--- src/rtl/flash_arb_pkg.sv ---
// Shared types and defaults for the two-port Flash bus arbiter.
package flash_arb_pkg;

  typedef enum logic [1:0] {
    IDLE      = 2'd0,
    WAIT_DONE = 2'd1,
    RELEASE   = 2'd2,
    ACK       = 2'd3
  } state_t;

  localparam int ADDR_W_DEF         = 8;
  localparam int DATA_W_DEF         = 8;
  localparam int TIMEOUT_CYCLES_DEF = 1023;

  localparam logic RW_READ  = 1'b1;
  localparam logic RW_WRITE = 1'b0;

endpackage

--- src/rtl/flash_arb_rr.sv ---
// Two-way round-robin picker: on contention the port that did not win last time is chosen.
module flash_arb_rr (
  input  logic req0,
  input  logic req1,
  input  logic last_grant,
  output logic gnt_valid,
  output logic gnt_id
);

  always_comb begin
    gnt_valid = req0 | req1;
    gnt_id    = (req0 & req1) ? ~last_grant : req1;
  end

endmodule

--- src/rtl/flash_arbiter.sv ---
// Shares one Flash bus-interface block between two requesters with a 4-phase handshake.
// Optional per-transaction timeout is enabled by defining FLASH_ARB_TIMEOUT_EN.
module flash_arbiter
  import flash_arb_pkg::*;
#(
  parameter int ADDR_W         = ADDR_W_DEF,
  parameter int DATA_W         = DATA_W_DEF,
  parameter int TIMEOUT_CYCLES = TIMEOUT_CYCLES_DEF
) (
  input  logic              CLK_50MHZ,
  input  logic              RST,
  input  logic              req0,
  input  logic              req1,
  input  logic [ADDR_W-1:0] addr0,
  input  logic [ADDR_W-1:0] addr1,
  input  logic [DATA_W-1:0] wdata0,
  input  logic [DATA_W-1:0] wdata1,
  input  logic              rw0,
  input  logic              rw1,
  output logic              ack0,
  output logic              ack1,
  output logic [DATA_W-1:0] rdata,
  output logic              err,
  output logic              busy,
  output logic [ADDR_W-1:0] fb_addr,
  output logic [DATA_W-1:0] fb_wdata,
  output logic              fb_dir_rw,
  output logic              fb_start,
  input  logic              fb_done,
  input  logic [DATA_W-1:0] fb_rdata
);

  state_t state, state_nx;
  logic   last_grant;
  logic   gnt_q;
  logic   gnt_valid, gnt_id;
  logic   grant_ok;
  logic   to_hit;

  flash_arb_rr u_rr (
    .req0       (req0),
    .req1       (req1),
    .last_grant (last_grant),
    .gnt_valid  (gnt_valid),
    .gnt_id     (gnt_id)
  );

`ifdef FLASH_ARB_TIMEOUT_EN
  localparam logic [9:0] TO_LAST = 10'(TIMEOUT_CYCLES - 1);
  logic [9:0] to_cnt;
  logic       done_stale;
  logic       to_take;

  assign to_hit   = (to_cnt == TO_LAST);
  // After an abort with fb_done still high, hold off the next start until Flash releases it.
  assign grant_ok = gnt_valid & ~(done_stale & fb_done);
  assign to_take  = to_hit & (((state == WAIT_DONE) & ~fb_done) | ((state == RELEASE) & fb_done));

  always_ff @(posedge CLK_50MHZ or posedge RST) begin
    if (RST) begin
      to_cnt     <= '0;
      done_stale <= 1'b0;
    end else begin
      if (state == IDLE && grant_ok)
        to_cnt <= '0;
      else if ((state == WAIT_DONE || state == RELEASE) && !to_hit)
        to_cnt <= to_cnt + 10'd1;
      if (to_take)
        done_stale <= fb_done;
      else if (!fb_done)
        done_stale <= 1'b0;
    end
  end
`else
  logic unused_cfg;
  assign unused_cfg = (TIMEOUT_CYCLES != 0);
  assign to_hit     = 1'b0;
  assign grant_ok   = gnt_valid;
`endif

  always_ff @(posedge CLK_50MHZ or posedge RST) begin
    if (RST) state <= IDLE;
    else     state <= state_nx;
  end

  always_comb begin
    state_nx = state;
    case (state)
      IDLE:      if (grant_ok)           state_nx = WAIT_DONE;
      WAIT_DONE: if (fb_done)            state_nx = RELEASE;
                 else if (to_hit)        state_nx = ACK;
      RELEASE:   if (!fb_done || to_hit) state_nx = ACK;
      ACK:                               state_nx = IDLE;
      default:                           state_nx = IDLE;
    endcase
  end

  // Registered outputs; each branch mirrors the transition taken in the next-state logic.
  always_ff @(posedge CLK_50MHZ or posedge RST) begin
    if (RST) begin
      ack0       <= 1'b0;
      ack1       <= 1'b0;
      rdata      <= '0;
      err        <= 1'b0;
      busy       <= 1'b0;
      fb_addr    <= '0;
      fb_wdata   <= '0;
      fb_dir_rw  <= 1'b0;
      fb_start   <= 1'b0;
      last_grant <= 1'b1;
      gnt_q      <= 1'b0;
    end else begin
      case (state)
        IDLE: if (grant_ok) begin
          gnt_q      <= gnt_id;
          last_grant <= gnt_id;
          fb_addr    <= gnt_id ? addr1  : addr0;
          fb_wdata   <= gnt_id ? wdata1 : wdata0;
          fb_dir_rw  <= gnt_id ? rw1    : rw0;
          fb_start   <= 1'b1;
          busy       <= 1'b1;
        end
        WAIT_DONE: if (fb_done) begin
          if (fb_dir_rw == RW_READ) rdata <= fb_rdata;
          fb_start <= 1'b0;
        end else if (to_hit) begin
          fb_start <= 1'b0;
          err      <= 1'b1;
          ack0     <= ~gnt_q;
          ack1     <= gnt_q;
        end
        RELEASE: if (!fb_done || to_hit) begin
          // Leaving with fb_done still high can only be a timeout.
          err  <= fb_done;
          ack0 <= ~gnt_q;
          ack1 <= gnt_q;
        end
        ACK: begin
          ack0 <= 1'b0;
          ack1 <= 1'b0;
          err  <= 1'b0;
          busy <= 1'b0;
        end
        default: ;
      endcase
    end
  end

endmodule

--- config.mk ---
export PLATFORM = sky130hd
export DESIGN_NAME = flash_arbiter
export DESIGN_NICKNAME = d
export VERILOG_FILES = /design/src/rtl/flash_arb_pkg.sv /design/src/rtl/flash_arb_rr.sv /design/src/rtl/flash_arbiter.sv
export SDC_FILE = /design/constraint.sdc
export NUM_CORES = 1
export LEC_CHECK = 0
export CELL_PAD_IN_SITES_DETAIL_PLACEMENT = 0
export CELL_PAD_IN_SITES_GLOBAL_PLACEMENT = 1
export CORE_UTILIZATION = 33
export CTS_BUF_LIST = sky130_fd_sc_hd__clkbuf_4 sky130_fd_sc_hd__clkbuf_8
export DETAILED_ROUTE_END_ITERATION = 10
export MAX_ROUTING_LAYER = met4
export PLACE_DENSITY = 0.91
export SYNTH_ARGS = -nofsm -noshare
export SYNTH_HDL_FRONTEND = slang
export SYNTH_HIERARCHICAL = 1
export SYNTH_SLANG_ARGS = --single-unit
--- constraint.sdc ---
create_clock -name CLK_50MHZ -period 3.2 [get_ports CLK_50MHZ]
set_clock_uncertainty 0.1 [all_clocks]
set_input_delay 0.48 -clock CLK_50MHZ [delete_from_list [all_inputs] [get_ports CLK_50MHZ]]
set_output_delay 0.48 -clock CLK_50MHZ [all_outputs]
set_load 0.02 [all_outputs]
Word level (Yosys, flattened, before mapping)
Cells that the tools add are included.

Eq/ne operators: 6. Muxes and demuxes: 18. Bitwise operators: 4. Reduce and logical (&&, ||, !) cells: 10.

Operator list (count): 8-bit 2-to-1 mux (2); 1-bit one-hot mux with 2 select lines (5); 3-bit AND reduction (3); 2-bit one-hot mux with 4 select lines (1); 1-bit 2-to-1 mux (7); 2-bit 2-to-1 mux (3); 2-bit != test, second input constant (3); 2-bit AND reduction (3); 2-bit nonzero test (3); 2-bit == test, second input constant (2); 2-bit by 1-bit == test with 1-bit output, second input constant (1); 2-bit logical NOT (1); 1-bit NOT (2); 1-bit AND (1); 1-bit bitwise OR (1).

Flip-flop bits (word level): 34. Input port bits: 47. Output and inout port bits: 30.

Logic depth before layout (Yosys ltp)
Gate-level depths: netlist (run 1).

Depth after elaboration: 3. Depth in mapped cells: 7. Mapped depth without buffers: 5.

Modules after synthesis
Netlist (run 1), hierarchy kept.

By module, submodules not included: flash_arbiter (times used 1, cells each 137, area an instance 1581.5 um^2, seq. area each 827.0 um^2); flash_arb_rr (times used 1, cells each 2, area an instance 13.8 um^2, seq. area each 0.0 um^2).

Worst setup path before layout (run 1)
Ideal clock, no wire load.

Path kind: register to register. Start: reg state[1]. End: reg state[1]. Arrival: 1.322 ns. Required time: 2.972 ns. Path slack: 1.651 ns. Cell stages (with the launch flop): 6. Clock period less this slack: 1.549 ns. Path through: dfrtp_1 inv_1 ha_1 nor2b_4 a211oi_2 mux2_1.

Word-level cells in the longest chain between the ends: 3. Elaborated cells on any way between the ends: 9. Those cells by class: 6 x eq/ne; 1 x mux; 2 x reduce/logical.

Ends and longest elaborated chain: start, declared (RTL line flash_arbiter.sv:33) `state_t state, state_nx;`; start signal, assigned (RTL line flash_arbiter.sv:83) `else state <= state_nx;`; 2-bit == test, or another cell as far along (RTL line flash_arbiter.sv:88) `case (state)`; 2-bit != test (no source line); 3-bit AND reduction (no source line).

Several ways; a longest one is shown, not always the timed one. A chain may end at the register's enable or synchronous reset.

Final worst setup path (run 1)
Start: in req1. End: reg fb_addr[1].

Word-level cells in the longest chain between the ends: 3. Elaborated cells on any way between the ends: 5. Those cells by class: 2 x mux; 2 x bitwise; 1 x reduce/logical.

Ends and longest elaborated chain: start, declared (RTL line flash_arbiter.sv:13) `input logic req1,`; 1-bit AND (RTL line flash_arb_rr.sv:12) `gnt_id = (req0 & req1) ? ~last_grant : req1;`; 1-bit 2-to-1 mux * (RTL line flash_arb_rr.sv:12); net gnt_id (RTL line flash_arbiter.sv:36) `logic gnt_valid, gnt_id;`; 8-bit 2-to-1 mux * (RTL line flash_arbiter.sv:117) `fb_addr <= gnt_id ? addr1 : addr0;`; end signal, assigned (RTL line flash_arbiter.sv:117); end, declared (RTL line flash_arbiter.sv:25) `output logic [ADDR_W-1:0] fb_addr,`.

The timed path passes the listed nets; every way through them passes the cells marked *.

==> results of run 1 <==
[power breakdown]
| part | total (W) | internal, W | leakage (nW) | switching, W |
|---|---|---|---|---|
| Clock | 0.000406 | 0.000262 | 0.0619 | 0.000144 |
| Sequential | 0.000742 | 0.000627 | 0.378 | 0.000116 |
| Combinational | 0.00113 | 0.000580 | 0.627 | 0.000552 |
[kinds of logic (layout without fill, tap and decap cells)]
family                   count (synthesis)  count (layout)  synth area share [%]
flip-flops                              33              33                  51.8
AO/OA/AOI/OAI                           30              30                  11.5
AND/OR/NAND/NOR                         30              30                  9.10
multiplexers                            26              26                  17.0
buffers and inverters                   14              92                  6.35
adder cells (fa/ha/maj)                  5               5                  3.92
other                                    1               1                 0.235
[layer usage]
| layer | GRT usage (%) | up-vias | share of wire (%) |
|---|---|---|---|
| li1 | - | 624 | - |
| met1 | 16.5 | 565 | 44 |
| met2 | 23.8 | 42 | 49 |
| met3 | 4.64 | 4 | 6.5 |
| met4 | 3.92 | 0 | 0.75 |
| met5 | - | - | 0 |
[cell usage after synthesis (all sizes together), types with 3 or more instances]
master / number
a21oi: 18
a22o: 5
buf: 8
dfrtp: 32
ha: 5
inv: 6
mux2: 9
mux2i: 17
nor2: 20
nor2b: 3
o21ai: 4
[critical path, stage by stage]
cell	delay, ns
clkdlybuf4s50_1	0.47
a21boi_2	0.49
buf_4	0.32
mux2i_1	0.22
a21oi_1	0.09
[registers in the layout, indices dropped and copies added (netlist names)]
name        cells
ack1            1
busy            1
last_grant      1
fb_dir_rw       1
rdata           8
fb_wdata        8
fb_start        1
ack0            1
fb_addr         8
state           2
gnt_q           1
[path summary, 6_finish.rpt]
check | to | depth (start not counted) | from
worst min-delay path | last_grant | 2 | last_grant
min in group asynchronous | gnt_q | 3 | RST
worst max register to register | fb_addr[1] | 4 | last_grant
worst min register to register | last_grant | 2 | last_grant
max in group asynchronous | last_grant | 3 | RST
worst max-delay path | fb_addr[1] | 5 | req1
[cell type report]
class                           count  area [um^2]
Fill cell                         413         2030
Sequential cell                    33          827
Timing Repair Buffer               78          773
Multi-Input combinational cell     92          671
Clock buffer                        7         90.1
Tap cell                           52         65.1
Clock inverter                      1         30.0
Inverter                            6         22.5
[per-stage QoR]
step	area (um^2)	power (W)
6_report	2480	0.00228
5_1_grt	2480	0.00245
4_1_cts	2480	0.00232
3_5_place_dp	2360	0.00190
3_3_place_gp	2360	0.00188
2_1_floorplan	1600	0.00143
==> impl_metrics.csv, run 1 <==
group,metric,value,unit
outcome,status,"finished, final reports clean",
final_layout,drive_above_1_share,11.5,%
sta,finalSetupTns,0,ns
grt,grt_pass1_vias,1248,
clocking,clock_sinks,33,
synth,synthCells,139,
pwr,leakage,1.07,nW
clocking,h-tree-depth,2,
worst_setup_path,rrSetupSlack,1.49,ns
floorplanning,die_h,71.5,um
final_layout,layout_commonest_cell,"clkdlybuf4s50_1",
floorplanning,die-width,71.5,um
sta,min_period_over_period,63.2,%
run,max_cap_violations,0,
clocking,clkLatencyLatePin,0.28,ns
final_layout,fin_cells,269,
sta,slew_viol_final,0,
floorplanning,core,4500,um^2
worst_setup_path,crit_required,3.25,ns
sta,setup_slack,1.18,ns
routing,via_count,1235,
synth,synthFlopType,"dfrtp_1",
routing,first_pass_iters,4,
placement,dp_slack,0.846,ns
worst_setup_path,crit_fanout,10,
routing,ant_nets,0,
clocking,holdBufCountCts,0,
grt,grt_max_degree,38,
placement,gp_congestion,0.760,
sta,setup_viol_count_final,0,
sta,hold-worst-slack,0.399,ns
synth,postSynthNetCount,191,
routing,routed_via_density,4.59,
sta,tightest_slew,0.578,ns
worst_setup_path,worst_ep_arrival_time,2.07,ns
synth,synth_edf_count,0,
clocking,cts_buffers,5,
sta,rsz0062_at_grt,"false",
floorplanning,ios,77,
final_layout,nets,268,
pwr,cellPowerDensity,920,nW/um^2
synth,seq_area_frac_synth,51.8,%
pwr,ir_drop,0.551,mV
synth,yosysWarningCount,6,
sta,finalHoldViolations,0,
floorplanning,placementRows,24,
final_layout,syn_to_final_growth,55.4,%
synth,synth.distinct_cells,25,
synth,async_flop_share,100,%
synth,yosysTopAreaCell,"dfrtp_1",
grt,grt-ovfl-total,0,
clocking,cts_tree,"done",
synth,synth_seq_cells,33,
grt,grt_pass1_wl,5510,um
synth,syn_avg_cell_area,11.5,um^2
clocking,cts_resized,0,
final_layout,antenna_cells,0,
routing,wire_per_inst,12.4,um
synth,synth.area.top_cells,"dfrtp_1 50%, mux2i_1 11%, a21oi_1 5.6%",
placement,port_buffers,75,
routing,wirelength,3350,um
clocking,postCtsSetupBuffers,0,
sta,max_freq,0.495,GHz
sta,fin_crit,2.02,ns
worst_setup_path,start_kind,"primary input",
synth,syn-cell-area,1600,um^2
worst_setup_path,worstSetupPathType,"in2reg",
floorplanning,initial_core_util,35.4,%
final_layout,final_cell_mix,"75 x clkdlybuf4s50_1, 32 x dfrtp_1, 20 x nor2_1, 18 x a21oi_1, 17 x mux2i_1",
routing,dr.first_iter.drc_count,58,
worst_setup_path,crit_path_end_kind,"register",
routing,route.detailed.drc,0,
grt,antenna_found_initial,0,
placement,hpwl,2460,um
clocking,cts-root-buf,"clkbuf_8",
clocking,cts_buffer_depth,2,
placement,dp.cells,261,
floorplanning,dieArea,5120,um^2
clocking,clk_pin_slew,0.07,ns
grt,grt_usage,14.2,%
hold_path,holdCritPathClass,"reg2reg",
synth,synth_top_cell_area_share,50.2,%
sta,relSlewSlack,61.2,%
final_layout,fin_util,55.0,%
(Power assumes the default switching activity.)
==> inputs of run 2 (changes only) <==
--- a/config.mk
+++ b/config.mk
@@ -7,11 +7,11 @@
 export LEC_CHECK = 0
 export CELL_PAD_IN_SITES_DETAIL_PLACEMENT = 0
 export CELL_PAD_IN_SITES_GLOBAL_PLACEMENT = 1
-export CORE_UTILIZATION = 33
+export CORE_UTILIZATION = 31
 export CTS_BUF_LIST = sky130_fd_sc_hd__clkbuf_4 sky130_fd_sc_hd__clkbuf_8
 export DETAILED_ROUTE_END_ITERATION = 10
 export MAX_ROUTING_LAYER = met4
-export PLACE_DENSITY = 0.91
+export PLACE_DENSITY = 0.87
 export SYNTH_ARGS = -nofsm -noshare
 export SYNTH_HDL_FRONTEND = slang
 export SYNTH_HIERARCHICAL = 1
==> constraint.sdc (replaced) <==
create_clock -name CLK_50MHZ -period 2.1 [get_ports CLK_50MHZ]
set_clock_uncertainty 0.1 [all_clocks]
set_input_delay 0.315 -clock CLK_50MHZ [delete_from_list [all_inputs] [get_ports CLK_50MHZ]]
set_output_delay 0.315 -clock CLK_50MHZ [all_outputs]
set_load 0.02 [all_outputs]
==> run 2 against run 1 <==
Compared with the run above:
- routed wire length grew 1.6%
- critical path depth shrank 4
- hold slack lost 0.067 ns
- sequential cell count is the same
- total power grew 49%
- final cell count grew 5.9%
- global-route usage shrank 0.31 points
- count of clock-buffer cells in the layout is the same
- worst setup slack lost 0.80 ns
- clock power grew 28%
- sequential power grew 52%
- largest cell class unchanged
==> impl_metrics.csv, run 2 (synthesis gave the netlist of run 1 again) <==
group,metric,value,unit
outcome,status,"finished, final reports clean",
pwr,cellPowerDensity,1360,nW/um^2
grt,grt_pass1_vias,1247,
worst_setup_path,crit_family,"buffers and inverters",
floorplanning,dieArea,5440,um^2
grt,grt_pass1_wl,5490,um
routing,routed_via_density,4.43,
clocking,h-tree-depth,2,
floorplanning,core,4850,um^2
clocking,holdBufCountCts,0,
routing,wire_per_inst,11.9,um
clocking,postCtsSetupBuffers,0,
grt,grt_usage,13.9,%
final_layout,drive_above_1_share,11.9,%
worst_setup_path,crit_path_end_kind,"output pin",
worst_setup_path,crit_end,"fb_dir_rw",
worst_setup_path,cpMaxStageDelayCell,"clkdlybuf4s50_1",
floorplanning,die-width,73.7,um
pwr,leakage,1.06,nW
final_layout,largestRegisters,"fb_addr x8, fb_wdata x8, rdata x8",
worst_setup_path,slowest_delay,0.64,ns
clocking,cts_tree,"done",
worst_setup_path,path_depth,1,
final_layout,layout_commonest_cell,"clkdlybuf4s50_1",
clocking,clk_pin_slew,0.07,ns
worst_setup_path,rr_startpoint,"state[1]",
clocking,cts-root-buf,"clkbuf_8",
floorplanning,initial_core_util,32.9,%
routing,first_pass_iters,3,
final_layout,final_cell_mix,"75 x clkdlybuf4s50_1, 32 x dfrtp_1, 20 x nor2_1, 18 x a21oi_1, 17 x mux2i_1",
pwr,fin_total_pwr,0.00339,W
sta,min_period_over_period,82.0,%
worst_setup_path,crit_fanout,3,
grt,grt_max_degree,38,
routing,ant_nets,0,
sta,rsz0062_at_grt,"false",
sta,max_freq,0.581,GHz
final_layout,antenna_cells,0,
pwr,ir_drop,0.522,mV
hold_path,holdCritPathClass,"in2async",
placement,hpwl,2570,um
floorplanning,placementRows,25,
sta,setup_viol_count_final,0,
placement,gp_congestion,0.669,
clocking,clock_sinks,33,
sta,finalSetupTns,0,ns
worst_setup_path,crit_required,1.68,ns
clocking,cts_resized,0,
routing,via_count,1263,
sta,slew_viol_final,0,
placement,port_buffers,75,
worst_setup_path,start_kind,"register",
clocking,clkLatencyLatePin,0.28,ns
grt,grt-ovfl-total,0,
run,max_cap_violations,0,
final_layout,fin_util,51.3,%
worst_setup_path,ff2ff_path_depth,5,
final_layout,syn_to_final_growth,55.8,%
floorplanning,ios,77,
worst_setup_path,crit_buf_inv,1,
floorplanning,die_h,73.7,um
worst_setup_path,path_cells,"clkdlybuf4s50_1",
clocking,cts_buffers,5,
final_layout,nets,269,
routing,wirelength,3400,um
routing,dr.first_iter.drc_count,32,
worst_setup_path,worstSetupPathType,"reg2out",
worst_setup_path,rrSetupSlack,0.43,ns
sta,fin_crit,1.72,ns
sta,finalHoldViolations,0,
worst_setup_path,r2r-end,"state[1]",
worst_setup_path,startpoint,"fb_dir_rw",
routing,route.detailed.drc,0,
clocking,cts_buffer_depth,2,
grt,antenna_found_initial,0,
worst_setup_path,worst_ep_arrival_time,1.31,ns
[run 2: stage by stage]
stage	setup slack [ns]	hold slack [ns]	cell area [um^2]	std cells
2_1_floorplan	0.551	0.343	1600	139
3_3_place_gp	0.220	0.386	2380	277
3_5_place_dp	0.213	0.392	2380	277
4_1_cts	0.362	0.349	2490	285
5_1_grt	0.315	0.372	2490	285
6_report	0.378	0.332	2490	285
[run 2: layout make-up]
cell class | instances | area [um^2]
Timing Repair Buffer | 79 | 781
Sequential cell | 33 | 827
Clock buffer | 7 | 96.3
Inverter | 6 | 22.5
Fill cell | 466 | 2360
Tap cell | 67 | 83.8
Multi-Input combinational cell | 92 | 671
Clock inverter | 1 | 5.00
[run 2: per-layer routing]
layer  vias to the layer above  routed length (um)  global-route usage [%]
met5                         -                   0                       -
met4                         0                  39                    4.49
met3                         5                 229                    4.94
met2                        42                1700                    23.8
met1                       589                1430                    15.1
li1                        627                   -                       -
[run 2: how the worst min path moves through the flow]
stage / start / endpoint / slack [ns] / cells after the start
5_1_grt: RST / rdata[3] / 0.37 / 3
2_1_floorplan: RST / ack0 / 0.34 / 1
3_5_place_dp: rdata[0] / rdata[0] / 0.39 / 1
6_report: RST / rdata[0] / 0.33 / 3
3_3_place_gp: rdata[1] / rdata[1] / 0.39 / 1
4_1_cts: RST / rdata[2] / 0.35 / 3
[run 2: report_power, final]
| group | switching (W) | total, W | internal [W] |
|---|---|---|---|
| Combinational | 0.000857 | 0.00175 | 0.000890 |
| Clock | 0.000222 | 0.000518 | 0.000296 |
| Sequential | 0.000172 | 0.00113 | 0.000955 |
==> inputs of run 3 (changes only) <==
--- a/config.mk
+++ b/config.mk
@@ -7,11 +7,11 @@
 export LEC_CHECK = 0
 export CELL_PAD_IN_SITES_DETAIL_PLACEMENT = 0
 export CELL_PAD_IN_SITES_GLOBAL_PLACEMENT = 1
-export CORE_UTILIZATION = 31
+export CORE_UTILIZATION = 28
 export CTS_BUF_LIST = sky130_fd_sc_hd__clkbuf_4 sky130_fd_sc_hd__clkbuf_8
 export DETAILED_ROUTE_END_ITERATION = 10
 export MAX_ROUTING_LAYER = met4
-export PLACE_DENSITY = 0.87
+export PLACE_DENSITY = 0.83
 export SYNTH_ARGS = -nofsm -noshare
 export SYNTH_HDL_FRONTEND = slang
 export SYNTH_HIERARCHICAL = 1
==> constraint.sdc (replaced) <==
create_clock -name CLK_50MHZ -period 1.55 [get_ports CLK_50MHZ]
set_clock_uncertainty 0.1 [all_clocks]
set_input_delay 0.2325 -clock CLK_50MHZ [delete_from_list [all_inputs] [get_ports CLK_50MHZ]]
set_output_delay 0.2325 -clock CLK_50MHZ [all_outputs]
set_load 0.02 [all_outputs]
==> run 3 against run 2 <==
Compared with the run above:
- critical path depth increased by 4
- combinational power increased by 42%
- total power increased by 43%
- worst setup slack got worse by 0.36 ns
- largest power group unchanged
==> impl_metrics.csv, run 3 (synthesis gave the netlist of run 1 again) <==
group,metric,value,unit
floorplanning,ios,77,
routing,dr.first_iter.drc_count,23,
worst_setup_path,cpMaxStageDelayCell,"dfrtp_1",
grt,grt-ovfl-total,0,
routing,via_count,1319,
clocking,clock_sinks,33,
sta,finalSetupTns,0,ns
floorplanning,placementRows,27,
worst_setup_path,path_cells,"inv_2, ha_4, nor2b_4, a211oi_4, mux2_4",
grt,antenna_found_initial,0,
final_layout,syn_to_final_growth,66.3,%
placement,port_buffers,75,
clocking,clk_pin_slew,0.07,ns
pwr,cellPowerDensity,1830,nW/um^2
final_layout,layout_commonest_cell,"clkdlybuf4s50_1",
routing,wire_per_inst,12.6,um
grt,grt_pass1_wl,6110,um
clocking,cts_buffers,5,
sta,min_period_over_period,98.9,%
floorplanning,initial_core_util,29.0,%
run,max_cap_violations,0,
placement,gp_congestion,0.788,
placement,hpwl,2730,um
clocking,cts-root-buf,"clkbuf_8",
floorplanning,core,5510,um^2
final_layout,final_cell_mix,"46 x clkdlybuf4s50_1, 32 x dfrtp_1, 29 x dlygate4sd2_1, 20 x nor2_1, 18 x a21oi_1",
hold_path,holdCritPathClass,"in2async",
final_layout,nets,280,
pwr,ir_drop,0.792,mV
sta,setup_viol_count_final,0,
worst_setup_path,worst_ep_arrival_time,1.60,ns
clocking,clkLatencyLatePin,0.28,ns
clocking,cts_tree,"done",
floorplanning,die_h,77.5,um
worst_setup_path,crit_required,1.62,ns
worst_setup_path,start_kind,"register",
routing,routed_via_density,4.38,
final_layout,antenna_cells,0,
sta,slew_viol_final,0,
routing,route.detailed.drc,0,
routing,first_pass_iters,4,
worst_setup_path,crit_fanout,3,
final_layout,drive_above_1_share,20.1,%
floorplanning,dieArea,6000,um^2
clocking,cts_buffer_depth,2,
final_layout,largestRegisters,"fb_addr x8, fb_wdata x8, rdata x8",
sta,max_freq,0.652,GHz
clocking,holdBufCountCts,0,
floorplanning,die-width,77.5,um
sta,fin_crit,1.53,ns
final_layout,fin_cells,301,
sta,rsz0062_at_grt,"true",
grt,grt_pass1_vias,1369,
routing,wirelength,3790,um
worst_setup_path,worstSetupPathType,"reg2reg",
pwr,fin_total_pwr,0.00486,W
placement,dp.cells,292,
worst_setup_path,crit_path_end_kind,"register",
sta,finalHoldViolations,0,
worst_setup_path,slowest_delay,0.43,ns
worst_setup_path,r2r-end,"state[1]",
grt,grt_max_degree,35,
worst_setup_path,rrSetupSlack,0.02,ns
outcome,status,"finished, final reports clean",
worst_setup_path,ff2ff_path_depth,5,
routing,ant_nets,0,
pwr,leakage,1.18,nW
clocking,h-tree-depth,2,
worst_setup_path,rr_startpoint,"state[0]",
grt,grt_usage,13.6,%
final_layout,fin_util,48.2,%
-- run 3: worst max path at each step --
stage,startpoint,to,slack [ns],cells past startpoint
global route,state[0],state[1],-0.03,5
detailed placement,req1,state[1],-0.22,5
floorplan,state[1],state[1],0.0006,5
finish,state[0],state[1],0.02,5
global placement,req0,state[1],-0.18,5
CTS,state[0],state[1],-0.007,5
-- run 3: critical path, delay by kind of cell (launching register included) --
family	cells	cell delay, ns
AO/OA/AOI/OAI	1	0.19
adder cells (fa/ha/maj)	1	0.17
buffers and inverters	1	0.09
flip-flops	1	0.43
multiplexers	1	0.32
AND/OR/NAND/NOR	1	0.13
-- run 3: timing repair --
| action | CTS | global route |
|---|---|---|
| buffers inserted | 0 | 1 |
| setup endpoints to repair | 38 | 19 |
| gates resized for setup | 34 | 9 |
| pin swaps | 1 | 1 |
-- run 3: layer usage --
layer	share of wire [%]	up-vias	track usage (%)
met5	0	-	-
met4	0.45	0	5.09
met3	7.1	2	5.18
met2	51	47	23.7
met1	41	619	13.8
li1	-	651	-
-- run 3: metrics by stage --
stage | instance area [um^2] | hold slack [ns] | setup WS, ns
2_1_floorplan | 1600 | 0.261 | 0.000557
3_3_place_gp | 2500 | 0.388 | -0.183
3_5_place_dp | 2500 | 0.396 | -0.219
4_1_cts | 2610 | 0.213 | -0.00739
5_1_grt | 2650 | 0.224 | -0.0300
6_report | 2650 | 0.208 | 0.0163
-- run 3: layout make-up --
| class | instances | area, um^2 |
|---|---|---|
| Clock inverter | 1 | 30.0 |
| Timing Repair Buffer | 90 | 865 |
| Multi-Input combinational cell | 92 | 728 |
| Fill cell | 528 | 2850 |
| Tap cell | 72 | 90.1 |
| Inverter | 6 | 22.5 |
| Clock buffer | 7 | 90.1 |
| Sequential cell | 33 | 827 |
-- run 3: power breakdown --
| part | internal, W | switching (W) | total [W] |
|---|---|---|---|
| Combinational | 0.00121 | 0.00127 | 0.00248 |
| Sequential | 0.00129 | 0.000228 | 0.00152 |
| Clock | 0.000542 | 0.000320 | 0.000862 |
| Total | 0.00304 | 0.00182 | 0.00486 |
